$ cat src/rtl/corr_pkg.sv
// Shared constants and sequencer state encoding for the 512-lag correlator.
package corr_pkg;
  localparam int CORR_ADDR_W  = 9;
  localparam int CORR_DATA_W  = 32;
  localparam int CORR_INT_W   = 16;
  localparam int CORR_OFIFO_D = 4;

  localparam int N      = 2 ** CORR_ADDR_W;
  localparam int GAP    = N + 1;
  localparam int RD_LAT = 2;

  typedef enum logic [2:0] {
    IDLE,
    CLR,
    CLR_WAIT,
    ACC,
    ACC_WAIT,
    RD,
    RD_DRAIN,
    DONE
  } state_t;
endpackage

$ cat src/rtl/corr_seq_ctrl_if.sv
// Result stream port: lag sums leave the sequencer through this ready/valid bundle.
interface corr_seq_ctrl_if
  import corr_pkg::*;
#(
  parameter int ADDR_W = CORR_ADDR_W,
  parameter int DATA_W = CORR_DATA_W
);
  logic              out_valid;
  logic              out_ready;
  logic [DATA_W-1:0] out_data;
  logic [ADDR_W-1:0] out_lag;
  logic              out_last;

  modport master (output out_valid, out_data, out_lag, out_last, input out_ready);
  modport slave  (input out_valid, out_data, out_lag, out_last, output out_ready);
endinterface

$ cat src/rtl/corr_ofifo.sv
// Small register FIFO that absorbs consumer backpressure during readout.
module corr_ofifo
  import corr_pkg::*;
#(
  parameter int DEPTH = CORR_OFIFO_D,
  parameter int WIDTH = CORR_DATA_W + CORR_ADDR_W + 1,
  localparam int PTR_W = $clog2(DEPTH),
  localparam int CNT_W = PTR_W + 1
) (
  input  logic             clk,
  input  logic             rst_n,
  input  logic             i_push,
  input  logic [WIDTH-1:0] i_data,
  input  logic             i_pop,
  output logic [WIDTH-1:0] o_data,
  output logic             o_valid,
  output logic [CNT_W-1:0] o_count
);
  logic [WIDTH-1:0] r_mem [DEPTH];
  logic [PTR_W-1:0] r_wrPtr;
  logic [PTR_W-1:0] r_rdPtr;
  logic [CNT_W-1:0] r_count;
  logic             w_push;
  logic             w_pop;

  assign w_push = i_push && (r_count != CNT_W'(DEPTH));
  assign w_pop  = i_pop && (r_count != '0);

  // Storage is reset so the output bundle reads zero out of reset.
  always_ff @(posedge clk or negedge rst_n) begin
    if (!rst_n) begin
      r_wrPtr <= '0;
      r_rdPtr <= '0;
      r_count <= '0;
      for (int i = 0; i < DEPTH; i++) r_mem[i] <= '0;
    end else begin
      if (w_push) begin
        r_mem[r_wrPtr] <= i_data;
        r_wrPtr        <= r_wrPtr + PTR_W'(1);
      end
      if (w_pop) r_rdPtr <= r_rdPtr + PTR_W'(1);
      if (w_push && !w_pop)      r_count <= r_count + CNT_W'(1);
      else if (!w_push && w_pop) r_count <= r_count - CNT_W'(1);
    end
  end

  assign o_data  = r_mem[r_rdPtr];
  assign o_valid = (r_count != '0);
  assign o_count = r_count;
endmodule

$ cat src/rtl/corr_seq_ctrl.sv
// Run sequencer for the correlator MAC bank: clear, integrate n_int samples,
// stream all lag sums out, then pulse done.
module corr_seq_ctrl
  import corr_pkg::*;
#(
  parameter int ADDR_W  = CORR_ADDR_W,
  parameter int DATA_W  = CORR_DATA_W,
  parameter int INT_W   = CORR_INT_W,
  parameter int OFIFO_D = CORR_OFIFO_D
) (
  input  logic              clk,
  input  logic              rst_n,
  input  logic              start,
  input  logic [INT_W-1:0]  n_int,
  input  logic              smp_valid,
  output logic              smp_ready,
  output logic              mac_clr,
  output logic              mac_sin,
  output logic              mac_read,
  output logic [ADDR_W-1:0] mac_raddr,
  input  logic [DATA_W-1:0] mac_rdata,
  output logic              busy,
  output logic              done,
  corr_seq_ctrl_if.master   out_if
);
  localparam int CNT_W = $clog2(GAP);
  localparam int OCC_W = $clog2(OFIFO_D) + 1;
  localparam int SUM_W = OCC_W + 1;
  localparam int FW    = DATA_W + ADDR_W + 1;
  localparam logic [ADDR_W-1:0] LAST_ADDR = {ADDR_W{1'b1}};

  state_t            r_state;
  logic [INT_W-1:0]  r_rem;
  logic [CNT_W-1:0]  r_cnt;
  logic [ADDR_W-1:0] r_raddr;
  logic              r_prime;
  logic              r_v1;
  logic              r_v2;
  logic [ADDR_W-1:0] r_lag1;
  logic [ADDR_W-1:0] r_lag2;

  logic              w_fire;
  logic              w_issue;
  logic              w_pop;
  logic              w_drainDone;
  logic [CNT_W-1:0]  w_cntNext;
  logic [OCC_W-1:0]  w_occ;
  logic [SUM_W-1:0]  w_used;
  logic [FW-1:0]     w_fifoIn;
  logic [FW-1:0]     w_fifoOut;
  logic              w_fifoValid;

  assign w_fire    = (r_state == ACC) && smp_valid;
  assign w_cntNext = r_cnt - CNT_W'(1);

  // Credit gate: the bank pipeline cannot stall, so an address is only issued
  // when every word already in flight is guaranteed a FIFO slot.
  assign w_used  = SUM_W'(w_occ) + SUM_W'(r_v1) + SUM_W'(r_v2);
  assign w_issue = (r_state == RD) && !r_prime && (w_used < SUM_W'(OFIFO_D));

  assign w_pop       = w_fifoValid && out_if.out_ready;
  assign w_drainDone = !r_v1 && !r_v2 &&
                       ((w_occ == '0) || ((w_occ == OCC_W'(1)) && w_pop));

  always_ff @(posedge clk or negedge rst_n) begin
    if (!rst_n) begin
      r_state <= IDLE;
      r_rem   <= '0;
      r_cnt   <= '0;
      r_raddr <= '0;
      r_prime <= 1'b0;
    end else begin
      case (r_state)
        IDLE: if (start) begin
          r_rem   <= n_int;
          r_state <= CLR;
        end
        CLR: begin
          r_cnt   <= CNT_W'(GAP - 1);
          r_state <= CLR_WAIT;
        end
        CLR_WAIT, ACC_WAIT: begin
          r_cnt <= w_cntNext;
          if (w_cntNext == '0) begin
            r_state <= (r_rem != '0) ? ACC : RD;
            r_raddr <= '0;
            r_prime <= 1'b1;
          end
        end
        ACC: if (w_fire) begin
          r_rem   <= r_rem - INT_W'(1);
          r_cnt   <= CNT_W'(GAP - 1);
          r_state <= ACC_WAIT;
        end
        RD: begin
          r_prime <= 1'b0;
          if (w_issue) begin
            if (r_raddr == LAST_ADDR) r_state <= RD_DRAIN;
            else                      r_raddr <= r_raddr + ADDR_W'(1);
          end
        end
        RD_DRAIN: if (w_drainDone) r_state <= DONE;
        DONE:     r_state <= IDLE;
        default:  r_state <= IDLE;
      endcase
    end
  end

  // Tags ride alongside the two-cycle bank read so only issued words are captured.
  always_ff @(posedge clk or negedge rst_n) begin
    if (!rst_n) begin
      r_v1   <= 1'b0;
      r_v2   <= 1'b0;
      r_lag1 <= '0;
      r_lag2 <= '0;
    end else begin
      r_v1   <= w_issue;
      r_lag1 <= r_raddr;
      r_v2   <= r_v1;
      r_lag2 <= r_lag1;
    end
  end

  assign w_fifoIn = {mac_rdata, r_lag2, (r_lag2 == LAST_ADDR)};

  corr_ofifo #(
    .DEPTH (OFIFO_D),
    .WIDTH (FW)
  ) u_ofifo (
    .clk     (clk),
    .rst_n   (rst_n),
    .i_push  (r_v2),
    .i_data  (w_fifoIn),
    .i_pop   (w_pop),
    .o_data  (w_fifoOut),
    .o_valid (w_fifoValid),
    .o_count (w_occ)
  );

  assign out_if.out_valid = w_fifoValid;
  assign out_if.out_data  = w_fifoOut[FW-1 -: DATA_W];
  assign out_if.out_lag   = w_fifoOut[ADDR_W:1];
  assign out_if.out_last  = w_fifoOut[0];

  assign smp_ready = w_fire;
  assign mac_sin   = w_fire;
  assign mac_clr   = (r_state == CLR);
  assign mac_read  = (r_state == RD);
  assign mac_raddr = r_raddr;
  assign busy      = (r_state != IDLE);
  assign done      = (r_state == DONE);
endmodule

$ cat src/flat_wrapper.sv
// flat-port wrapper written by rule: the top's interface ports become plain ports
module corr_seq_ctrl_flat import corr_pkg::*;
#(
  parameter int ADDR_W  = CORR_ADDR_W,
  parameter int DATA_W  = CORR_DATA_W,
  parameter int INT_W   = CORR_INT_W,
  parameter int OFIFO_D = CORR_OFIFO_D
)
  (clk, rst_n, start, n_int, smp_valid, smp_ready, mac_clr, mac_sin, mac_read, mac_raddr, mac_rdata, busy, done, out_if_out_valid, out_if_out_data, out_if_out_lag, out_if_out_last, out_if_out_ready);
  corr_seq_ctrl_if #(.ADDR_W(ADDR_W), .DATA_W(DATA_W)) out_if_i ();
  input  logic clk;
  input  logic rst_n;
  input  logic start;
  input  logic [INT_W-1:0] n_int;
  input  logic smp_valid;
  output logic smp_ready;
  output logic mac_clr;
  output logic mac_sin;
  output logic mac_read;
  output logic [ADDR_W-1:0] mac_raddr;
  input  logic [DATA_W-1:0] mac_rdata;
  output logic busy;
  output logic done;
  output wire logic [$bits(out_if_i.out_valid)-1:0] out_if_out_valid;
  output wire logic [$bits(out_if_i.out_data)-1:0] out_if_out_data;
  output wire logic [$bits(out_if_i.out_lag)-1:0] out_if_out_lag;
  output wire logic [$bits(out_if_i.out_last)-1:0] out_if_out_last;
  input wire logic [$bits(out_if_i.out_ready)-1:0] out_if_out_ready;
  assign out_if_out_valid = out_if_i.out_valid;
  assign out_if_out_data = out_if_i.out_data;
  assign out_if_out_lag = out_if_i.out_lag;
  assign out_if_out_last = out_if_i.out_last;
  assign out_if_i.out_ready = out_if_out_ready;
  corr_seq_ctrl #(.ADDR_W(ADDR_W), .DATA_W(DATA_W), .INT_W(INT_W), .OFIFO_D(OFIFO_D)) u_core (.clk(clk), .rst_n(rst_n), .start(start), .n_int(n_int), .smp_valid(smp_valid), .smp_ready(smp_ready), .mac_clr(mac_clr), .mac_sin(mac_sin), .mac_read(mac_read), .mac_raddr(mac_raddr), .mac_rdata(mac_rdata), .busy(busy), .done(done), .out_if(out_if_i));
endmodule
$ cat config.mk
export PLATFORM = sky130hd
export DESIGN_NAME = corr_seq_ctrl_flat
export DESIGN_NICKNAME = d
export VERILOG_FILES = /design/src/rtl/corr_pkg.sv /design/src/rtl/corr_seq_ctrl_if.sv /design/src/rtl/corr_ofifo.sv /design/src/rtl/corr_seq_ctrl.sv /design/src/flat_wrapper.sv
export SDC_FILE = /design/constraint.sdc
export NUM_CORES = 1
export LEC_CHECK = 0
export CORE_UTILIZATION = 41
export CTS_BUF_LIST = sky130_fd_sc_hd__clkbuf_4
export DETAILED_ROUTE_END_ITERATION = 8
export MAX_ROUTING_LAYER = met4
export PLACE_DENSITY = 0.57
export SLEW_MARGIN = 0
export SYNTH_ARGS = -nofsm -noshare
export SYNTH_HDL_FRONTEND = slang
export SYNTH_SLANG_ARGS = --single-unit
$ cat constraint.sdc
create_clock -name clk -period 3.2 [get_ports clk]
set_input_delay 0.48 -clock clk [delete_from_list [all_inputs] [get_ports clk]]
set_output_delay 0.48 -clock clk [all_outputs]
set_load 0.005 [all_outputs]
==> results of run 1 <==
[synth_stat cells, types with 15 or more instances]
library cell / number / share of area, %
buf_1: 18 / 0.65
ha_1: 15 / 1.8
a21oi_1: 24 / 1.1
mux2_2: 170 / 18
nor3_1: 15 / 0.72
clkbuf_1: 21 / 0.75
o21ai_0: 38 / 1.8
dfrtp_1: 234 / 56
nor2_1: 33 / 1.2
nand2_1: 33 / 1.2
inv_1: 16 / 0.57
mux4_2: 42 / 9.0
[routing by layer]
metal	part of all wire (%)	wire (um)	global-route usage, %	up-vias
met5	0	0	-	-
met4	2.0	454	7.16	0
met3	5.2	1190	4.01	39
met2	50	11500	30.4	206
met1	43	9740	22.6	3558
li1	-	-	-	3161
[critical path: cells and delay by family, from the launching register on]
family	cells	cell delay [ns]
buffers and inverters	3	0.95
DFF	1	0.55
and+or+nand+nor	2	0.40
[state kept, by name (all words and copies together), names as in the netlist, 2 cells and up]
signal and flops:
u_core.u_ofifo.r_mem 168, u_core.r_rem 16, u_core.r_cnt 10, u_core.mac_raddr 9, u_core.r_lag1 9, u_core.r_lag2 9, u_core.r_state 3, u_core.u_ofifo.o_count 3
u_core.u_ofifo.r_rdPtr 2, u_core.u_ofifo.r_wrPtr 2
[cells by family (layout without fill, tap and decap cells)]
group | after synthesis | in the layout
buf+inv | 58 | 266
fa+ha+maj | 15 | 15
simple gates | 124 | 124
flops | 234 | 234
compound gates | 99 | 99
other cells | 0 | 1
mux | 213 | 213
xor+xnor | 12 | 12
[layout make-up]
cell class              count  area (um^2)
inverters                  17         63.8
fillers                  2205        12100
flip-flops and latches    234         5860
well taps                 330          413
multi-input cells         463         4410
clock buffers              94          706
repair buffers            135         1420
clock inverters            20          159
diodes                      1         2.50
[path summary, 6_finish.rpt]
path	to	slack, ns	depth (start not counted)
setup / recovery	smp_ready	0.21	5
max in group asynchronous	u_core.u_ofifo.r_mem[73]	1.87	3
min in group asynchronous	u_core.u_ofifo.r_mem[143]	0.45	2
setup reg to reg	u_core.r_state[1]	0.44	6
hold / removal	u_core.r_lag2[4]	0.35	0
hold reg to reg	u_core.r_lag2[4]	0.35	0
[timing repair]
action / in CTS / in global routing
resized for setup: 0 / 1
hold buffers: 1 / 0
hold endpoints to repair: 78 / 0
endpoints found under the setup margin: 0 / 10
buffers inserted: 0 / 6
[where the power goes]
part	switching, mW	internal [mW]
Combinational	1.55	2.23
Clock	1.21	1.59
Sequential	0.636	3.75
==> impl_metrics.csv, run 1 <==
group,metric,value,unit
status,status,"completed",
timing,fin_crit_sh,93.5,%
global_routing,grt-ovfl-total,0,
floorplanning,die_h,162,um
synthesis,syn_inst,755,
power_and_ir_drop,power.total,11.0,mW
timing,tns,0,ns
final_layout,layout_common_cells,"231 x dfrtp_1, 170 x mux2_2, 109 x clkdlybuf4s50_1",
setup_path,arrival,2.51,ns
final_layout,final_core_util,51.9,%
timing,slew_violations,0,
global_routing,grt_pass1_wl,37300,um
route,wl_per_cell,17.7,um
global_routing,grt_pass1_vias,7465,
floorplanning,core-area,25100,um^2
timing,final-hold-violation-count,0,
final_layout,final_common_cell,"dfrtp_1",
clocking,cts-root-buf,"clkbuf_4",
setup_path,cp_max_fo,20,
synthesis,ys_seq_area_share,55.9,%
setup_path,crit_required,2.72,ns
final_layout,stdcell_area,13000,um^2
clocking,cts_buffers,66,
synthesis,synth_top_family_by_area,"multiplexers",
global_routing,grt_use_total,18.6,%
synthesis,synth-compound-area-share,5.82,%
synthesis,async_flop_share,100,%
placed_design,portBuffers,110,
global_routing,grt_antenna_before_repair,1,
floorplanning,rows,58,
clocking,numClockSinks,234,
synthesis,synth-edff-count,0,
floorplanning,io-pin-count,111,
placed_design,dpl.cell_count,1172,
setup_path,end_kind,"output pin",
final_layout,nets,985,
floorplanning,dieArea,26200,um^2
synthesis,synth_flop_cell,"dfrtp_1",
synthesis,synth_seq_cells,234,
route,route.detailed.drc,0,
synthesis,synth_warnings,0,
global_routing,grt_max_degree,83,
setup_path,critPathKind,"flip-flop to output pin",
timing,worst_slew_pin_slew,0.776,ns
placed_design,dp_hpwl,14400,um
timing,period_needed,2.99,ns
final_layout,drive_gt1_share,37.0,%
final_layout,synthToLayoutAreaGrowth,24.4,%
setup_path,rr_startpoint,"u_core.r_cnt[2]",
placed_design,place_ws,0.459,ns
timing,finClkSkew,0.0418,ns
setup_path,critPathLaunch,"u_core.r_state[0]",
synthesis,synthAdderAreaFrac,1.79,%
timing,holdWs,0.346,ns
flow_run,maxCapViolations,0,
hold_path,min_path_type,"flip-flop to flip-flop",
power_and_ir_drop,vdd_drop_max,0.366,mV
synthesis,syn-num-nets,823,
timing,setup_slack,0.208,ns
clocking,insertion_delay,0.65,ns
timing,rsz0062_at_grt,"false",
route,drt-vias-per-instance,5.38,
clocking,clk_pin_slew,0.06,ns
route,drt-pass1-iter-count,4,
synthesis,synth-simple-area-share,5.88,%
timing,setup_viol,0,
final_layout,fin_cells,1294,
synthesis,syn-cell-area,10500,um^2
clocking,htree_levels,3,
route,num_vias,6964,
synthesis,yosys-mux-area-fraction,27.4,%
setup_path,crit_path_max_incr_delay,0.55,ns
timing,slew_headroom,48.0,%
floorplanning,die_w,162,um
synthesis,synth.distinct_cells,53,
floorplanning,start_util,41.7,%
setup_path,worstPathCellList,"inv_1, nor3_1, buf_4, and2_1, clkdlybuf4s50_1",
clocking,cts_buffer_depth,3,
placed_design,gp_congestion,0.851,
synthesis,synth_xor_area_share,1.08,%
power_and_ir_drop,power_leakage,5.67,nW
setup_path,worst_path_max_delay_cell,"dfrtp_1",
synthesis,avgSynthCellArea,13.9,um^2
placed_design,dpl-instance-area,12100,um^2
setup_path,critPathLaunchType,"flip-flop",
route,drt_wl_total,22900,um
clocking,tritoncts,"done",
hold_path,min_from,"u_core.r_lag1[4]",
power_and_ir_drop,p_per_area,842,nW/um^2
timing,max_freq,0.334,GHz
route,ant_nets,0,
route,first_iter_violations,315,
(Power assumes the default switching activity.)
==> run 2, diff against run 1 <==
--- a/config.mk
+++ b/config.mk
@@ -5,6 +5,7 @@
 export SDC_FILE = /design/constraint.sdc
 export NUM_CORES = 1
 export LEC_CHECK = 0
+export ABC_AREA = 1
 export CORE_UTILIZATION = 41
 export CTS_BUF_LIST = sky130_fd_sc_hd__clkbuf_4
 export DETAILED_ROUTE_END_ITERATION = 8
==> impl_metrics.csv, run 2 <==
group,metric,value,unit
synthesis,synth_warnings,0,
placed_design,gp_congestion,0.808,
timing,rsz0062_at_grt,"false",
floorplanning,die_w,163,um
synthesis,syn_inst,1262,
route,first_iter_violations,608,
setup_path,critPathKind,"flip-flop to output pin",
setup_path,crit_buf_inv,3,
synthesis,synth_commonest_cells,"281 x o21ai_0, 272 x nand2_1, 234 x dfrtp_1",
final_layout,fin_cells,1762,
floorplanning,core-area,25300,um^2
final_layout,synthToLayoutAreaGrowth,21.5,%
setup_path,critPathLaunch,"u_core.u_ofifo.r_rdPtr[0]",
synthesis,ys_seq_area_share,55.0,%
hold_path,min_from,"u_core.r_lag1[2]",
setup_path,crit_path_max_incr_delay,0.55,ns
final_layout,final_core_util,51.0,%
power_and_ir_drop,vdd_drop_max,0.431,mV
clocking,tritoncts,"done",
floorplanning,io-pin-count,111,
final_layout,largest_reg_flops,168,
global_routing,grt_use_total,20.8,%
timing,setup_viol,0,
route,num_vias,8864,
setup_path,crit_required,2.72,ns
placed_design,portBuffers,110,
route,route.detailed.drc,0,
floorplanning,die_h,163,um
synthesis,yosys.area.top_type,"dfrtp_1",
timing,tns,0,ns
setup_path,crit_family,"buffers and inverters",
setup_path,end_kind,"output pin",
floorplanning,dieArea,26600,um^2
placed_design,dpl.cell_count,1645,
setup_path,cp_max_fo,62,
floorplanning,rows,58,
timing,period_needed,2.94,ns
final_layout,reg.largest.list,"u_core.u_ofifo.r_mem x168, u_core.r_rem x16, u_core.r_cnt x10",
timing,slew_headroom,60.8,%
placed_design,dpl-instance-area,12100,um^2
synthesis,syn-num-nets,1330,
floorplanning,start_util,42.0,%
timing,worst_slew_pin_slew,0.588,ns
final_layout,final_common_cell,"o21ai_0",
global_routing,grt_antenna_before_repair,1,
clocking,numClockSinks,234,
synthesis,synth-edff-count,0,
setup_path,critPathLaunchType,"flip-flop",
power_and_ir_drop,power_leakage,6.13,nW
timing,setup_slack,0.261,ns
setup_path,worst_path_max_delay_cell,"clkdlybuf4s50_1",
placed_design,dp_hpwl,15500,um
synthesis,synth_most_common_cell,"o21ai_0",
flow_run,maxCapViolations,0,
placed_design,place_ws,0.888,ns
synthesis,synth_top_area_share,55.0,%
route,drt-vias-per-instance,5.03,
clocking,cts_buffer_depth,3,
setup_path,rr_startpoint,"u_core.u_ofifo.o_count[0]",
synthesis,synth_flop_cell,"dfrtp_1",
global_routing,grt_pass1_wl,43000,um
hold_path,min_path_type,"flip-flop to flip-flop",
synthesis,avgSynthCellArea,8.43,um^2
timing,max_freq,0.340,GHz
clocking,htree_levels,3,
route,drt-pass1-iter-count,8,
clocking,cts_buffers,68,
setup_path,worstPathCellList,"inv_2, buf_12, o21ai_0, o22ai_1, clkdlybuf4s50_1",
timing,final-hold-violation-count,0,
route,wl_per_cell,14.5,um
power_and_ir_drop,p_per_area,898,nW/um^2
route,ant_nets,0,
global_routing,grt_max_degree,98,
clocking,post_cts_buffers,0,
final_layout,regMostFlops,"u_core.u_ofifo.r_mem",
route,drt_wl_total,25600,um
power_and_ir_drop,power.total,11.6,mW
final_layout,stdcell_area,12900,um^2
clocking,clk_pin_slew,0.06,ns
final_layout,drive_gt1_share,11.0,%
synthesis,synth.distinct_cells,38,
clocking,insertion_delay,0.64,ns
synthesis,async_flop_share,100,%
timing,finClkSkew,0.0409,ns
status,status,"completed",
timing,slew_violations,0,
final_layout,layout_common_cells,"281 x o21ai_0, 268 x nand2_1, 233 x dfrtp_1",
synthesis,synth_seq_cells,234,
clocking,cts-root-buf,"clkbuf_4",
final_layout,nets,1454,
synthesis,synth_area_leaders,"dfrtp_1 55%, o21ai_0 13%, nand2_1 9.6%",
timing,holdWs,0.346,ns
synthesis,syn-cell-area,10600,um^2
global_routing,grt-ovfl-total,0,
global_routing,grt_pass1_vias,8604,
timing,fin_crit_sh,91.8,%
setup_path,arrival,2.46,ns
run 2: cell types whose count changed after synthesis, moves of 24 or more:
| cell | change |
|---|---|
| o21ai_0 | +243 |
| inv_1 | +76 |
| nor2_1 | +108 |
| buf_2 | +24 |
| mux2_2 | -170 |
| o22ai_1 | +51 |
| mux4_2 | -42 |
| nand2_1 | +239 |
run 2: worst paths after layout:
check,depth (start not counted),end,slack (ns)
min in group asynchronous,2,u_core.u_ofifo.r_mem[16],0.38
setup / recovery,5,out_if_out_last,0.26
hold reg to reg,0,u_core.r_lag2[2],0.35
hold / removal,0,u_core.r_lag2[2],0.35
max in group asynchronous,3,u_core.r_cnt[1],1.85
setup reg to reg,8,u_core.u_ofifo.r_mem[24],1.02
run 2: area by class of cell:
type	count	area [um^2]
flip-flops and latches	234	5860
diodes	1	2.50
clock buffers	105	788
inverters	98	368
fillers	2504	12400
well taps	330	413
multi-input cells	858	4110
repair buffers	126	1320
clock inverters	10	68.8
run 2: layer usage:
layer,share of wire (%),GRT usage [%]
met1,49,28.3
met2,45,31.3
met3,5.1,4.11
met4,1.2,6.54
met5,0,-
run 2: logic make-up (layout without fill, tap and decap cells):
kind of cell,Yosys count,in the layout,synth area share [%]
simple gates,471,471,18.0
compound gates,361,361,17.9
flops,234,234,55.0
buf+inv,170,339,6.43
fa+ha+maj,15,15,1.76
xor+xnor,11,11,0.906
other cells,0,1,0
run 2: what timing repair did:
item	CTS	global route
hold buffers	1	0
endpoints found under the hold margin	63	0
setup endpoints to repair	0	0
resized for setup	0	0
run 2: power breakdown:
part | switching [mW] | internal (mW) | leakage [nW]
Sequential | 0.544 | 3.81 | 2.68
Combinational | 2.50 | 1.98 | 2.94
Clock | 1.22 | 1.56 | 0.520
Total | 4.26 | 7.34 | 6.13
==> run 3, diff against run 2 <==
--- a/config.mk
+++ b/config.mk
@@ -6,11 +6,10 @@
 export NUM_CORES = 1
 export LEC_CHECK = 0
 export ABC_AREA = 1
+export CAP_MARGIN = 25
 export CORE_UTILIZATION = 41
-export CTS_BUF_LIST = sky130_fd_sc_hd__clkbuf_4
 export DETAILED_ROUTE_END_ITERATION = 8
 export MAX_ROUTING_LAYER = met4
-export PLACE_DENSITY = 0.57
 export SLEW_MARGIN = 0
 export SYNTH_ARGS = -nofsm -noshare
 export SYNTH_HDL_FRONTEND = slang
==> impl_metrics.csv, run 3 (synthesis gave the netlist of run 2 again) <==
group,metric,value,unit
status,status,"completed",
route,highest_layer,"met4",
placed_design,portBuffers,110,
placed_design,gp_congestion,0.835,
flow_run,maxCapViolations,0,
clocking,cts_hold_buf,0,
route,drt-vias-per-instance,5.15,
floorplanning,rows,58,
timing,holdWs,0.00419,ns
final_layout,largest_reg_flops,168,
timing,max_freq,0.340,GHz
route,wl_met2,11300,um
global_routing,grt_pass1_wl,41900,um
timing,tns,0,ns
route,dr_wl_met3,1400,um
global_routing,grt-ovfl-total,0,
route,first_iter_violations,503,
final_layout,final_core_util,51.4,%
route,route.detailed.drc,0,
setup_path,worst_path_max_delay_cell,"dfrtp_1",
power_and_ir_drop,p_per_area,926,nW/um^2
final_layout,reg.largest.list,"u_core.u_ofifo.r_mem x168, u_core.r_rem x16, u_core.r_cnt x10",
placed_design,dp_hpwl,15500,um
timing,setup_viol,0,
global_routing,grt_use_total,19.9,%
setup_path,crit_required,2.72,ns
clocking,cts-root-buf,"clkbuf_16",
final_layout,regMostFlops,"u_core.u_ofifo.r_mem",
global_routing,grt_max_degree,96,
clocking,numClockSinks,234,
placed_design,dpl.cell_count,1645,
hold_path,min_path_type,"input pin to async pin",
route,ant_nets,0,
floorplanning,die_w,163,um
final_layout,synthToLayoutAreaGrowth,22.4,%
route,wl_per_cell,14.7,um
setup_path,worstPathCellList,"inv_1, buf_4, o21ai_0, o22ai_1, clkdlybuf4s50_1",
timing,rsz0062_at_grt,"false",
floorplanning,start_util,42.0,%
route,drt_wl_total,24800,um
global_routing,grt_pass1_vias,8359,
timing,finClkSkew,0.00920,ns
floorplanning,die_h,163,um
power_and_ir_drop,p_sw_share,35.0,%
power_and_ir_drop,power_frac_seq,36.3,%
clocking,cts_buffers,27,
clocking,post_cts_buffers,0,
clocking,tritoncts,"done",
power_and_ir_drop,vdd_drop_max,0.566,mV
clocking,htree_levels,1,
power_and_ir_drop,combPwrFrac,36.9,%
power_and_ir_drop,internal-power,7.84,mW
timing,period_needed,2.94,ns
setup_path,crit_path_max_incr_delay,0.57,ns
timing,slew_headroom,49.6,%
power_and_ir_drop,p_sw,4.22,mW
setup_path,critPathKind,"flip-flop to output pin",
timing,slew_violations,0,
setup_path,ff2ff_path_depth,13,
setup_path,cp_max_fo,23,
clocking,insertion_delay,0.52,ns
floorplanning,core-area,25300,um^2
setup_path,critPathLaunchType,"flip-flop",
power_and_ir_drop,power_leakage,6.09,nW
setup_path,arrival,2.46,ns
route,wl_met1,11700,um
timing,worst_slew_pin_slew,0.755,ns
clocking,cts_resized,0,
final_layout,layout_common_cells,"281 x o21ai_0, 268 x nand2_1, 233 x dfrtp_1",
timing,fin_crit_sh,92.0,%
timing,final-hold-violation-count,0,
route,num_vias,8715,
final_layout,fin_cells,1693,
final_layout,final_common_cell,"o21ai_0",
setup_path,end_kind,"output pin",
power_and_ir_drop,clockPowerShare,26.9,%
floorplanning,dieArea,26600,um^2
clocking,clk_pin_slew,0.06,ns
final_layout,drive_gt1_share,6.53,%
clocking,cts_buffer_depth,3,
global_routing,grt_antenna_before_repair,0,
final_layout,diodes,0,
route,drt-pass1-iter-count,6,
final_layout,nets,1412,
floorplanning,io-pin-count,111,
==> run 3: path summary, 6_finish.rpt <==
kind | start | end | slack [ns]
worst max-delay path | u_core.u_ofifo.r_rdPtr[1] | out_if_out_data[24] | 0.26
max in group asynchronous | rst_n | u_core.r_cnt[4] | 2.36
min in group clk | u_core.r_lag1[4] | u_core.r_lag2[4] | 0.35
worst max register to register | u_core.r_cnt[0] | u_core.mac_raddr[1] | 1.04
worst min register to register | u_core.r_lag1[4] | u_core.r_lag2[4] | 0.35
worst min-delay path | rst_n | u_core.u_ofifo.r_mem[15] | 0.004
==> run 3: worst max-delay path, delay by kind of cell (launching register included) <==
| family | cells | cell delay (ns) |
|---|---|---|
| buf+inv | 3 | 1.00 |
| flops | 1 | 0.57 |
| compound gates | 2 | 0.36 |
==> run 3: power by group through the flow <==
stage	Sequential (mW)	Combinational [mW]	Clock (mW)
after floorplan	4.24	2.78	0
after global placement	4.39	4.44	0
after detailed placement	4.40	4.50	0
after CTS	4.37	4.51	3.31
after global routing	4.49	5.06	3.43
final	4.37	4.45	3.24
==> run 3: cell type report <==
class,instances,area (um^2)
multi-input combinational,858,4110
timing repair buffer,125,1330
sequential,234,5860
tap,330,413
clock inverter,8,144
clock buffer,40,805
fill,2429,12300
inverter,98,368
==> run 3: layer usage <==
layer / up-vias / track usage [%]
met1: 4172 / 26.9
met3: 30 / 3.53
li1: 4306 / -
met5: - / -
met4: 0 / 4.55
met2: 207 / 31.4
==> run 3: metrics by stage <==
step / worst slack, ns / cell area (um^2) / total power, mW
after floorplan: 1.45 / 10600 / 7.01
after global placement: 0.804 / 12100 / 8.83
after detailed placement: 0.770 / 12100 / 8.91
after CTS: 0.210 / 13000 / 12.2
after global routing: 0.0765 / 13000 / 13.0
final: 0.257 / 13000 / 12.1
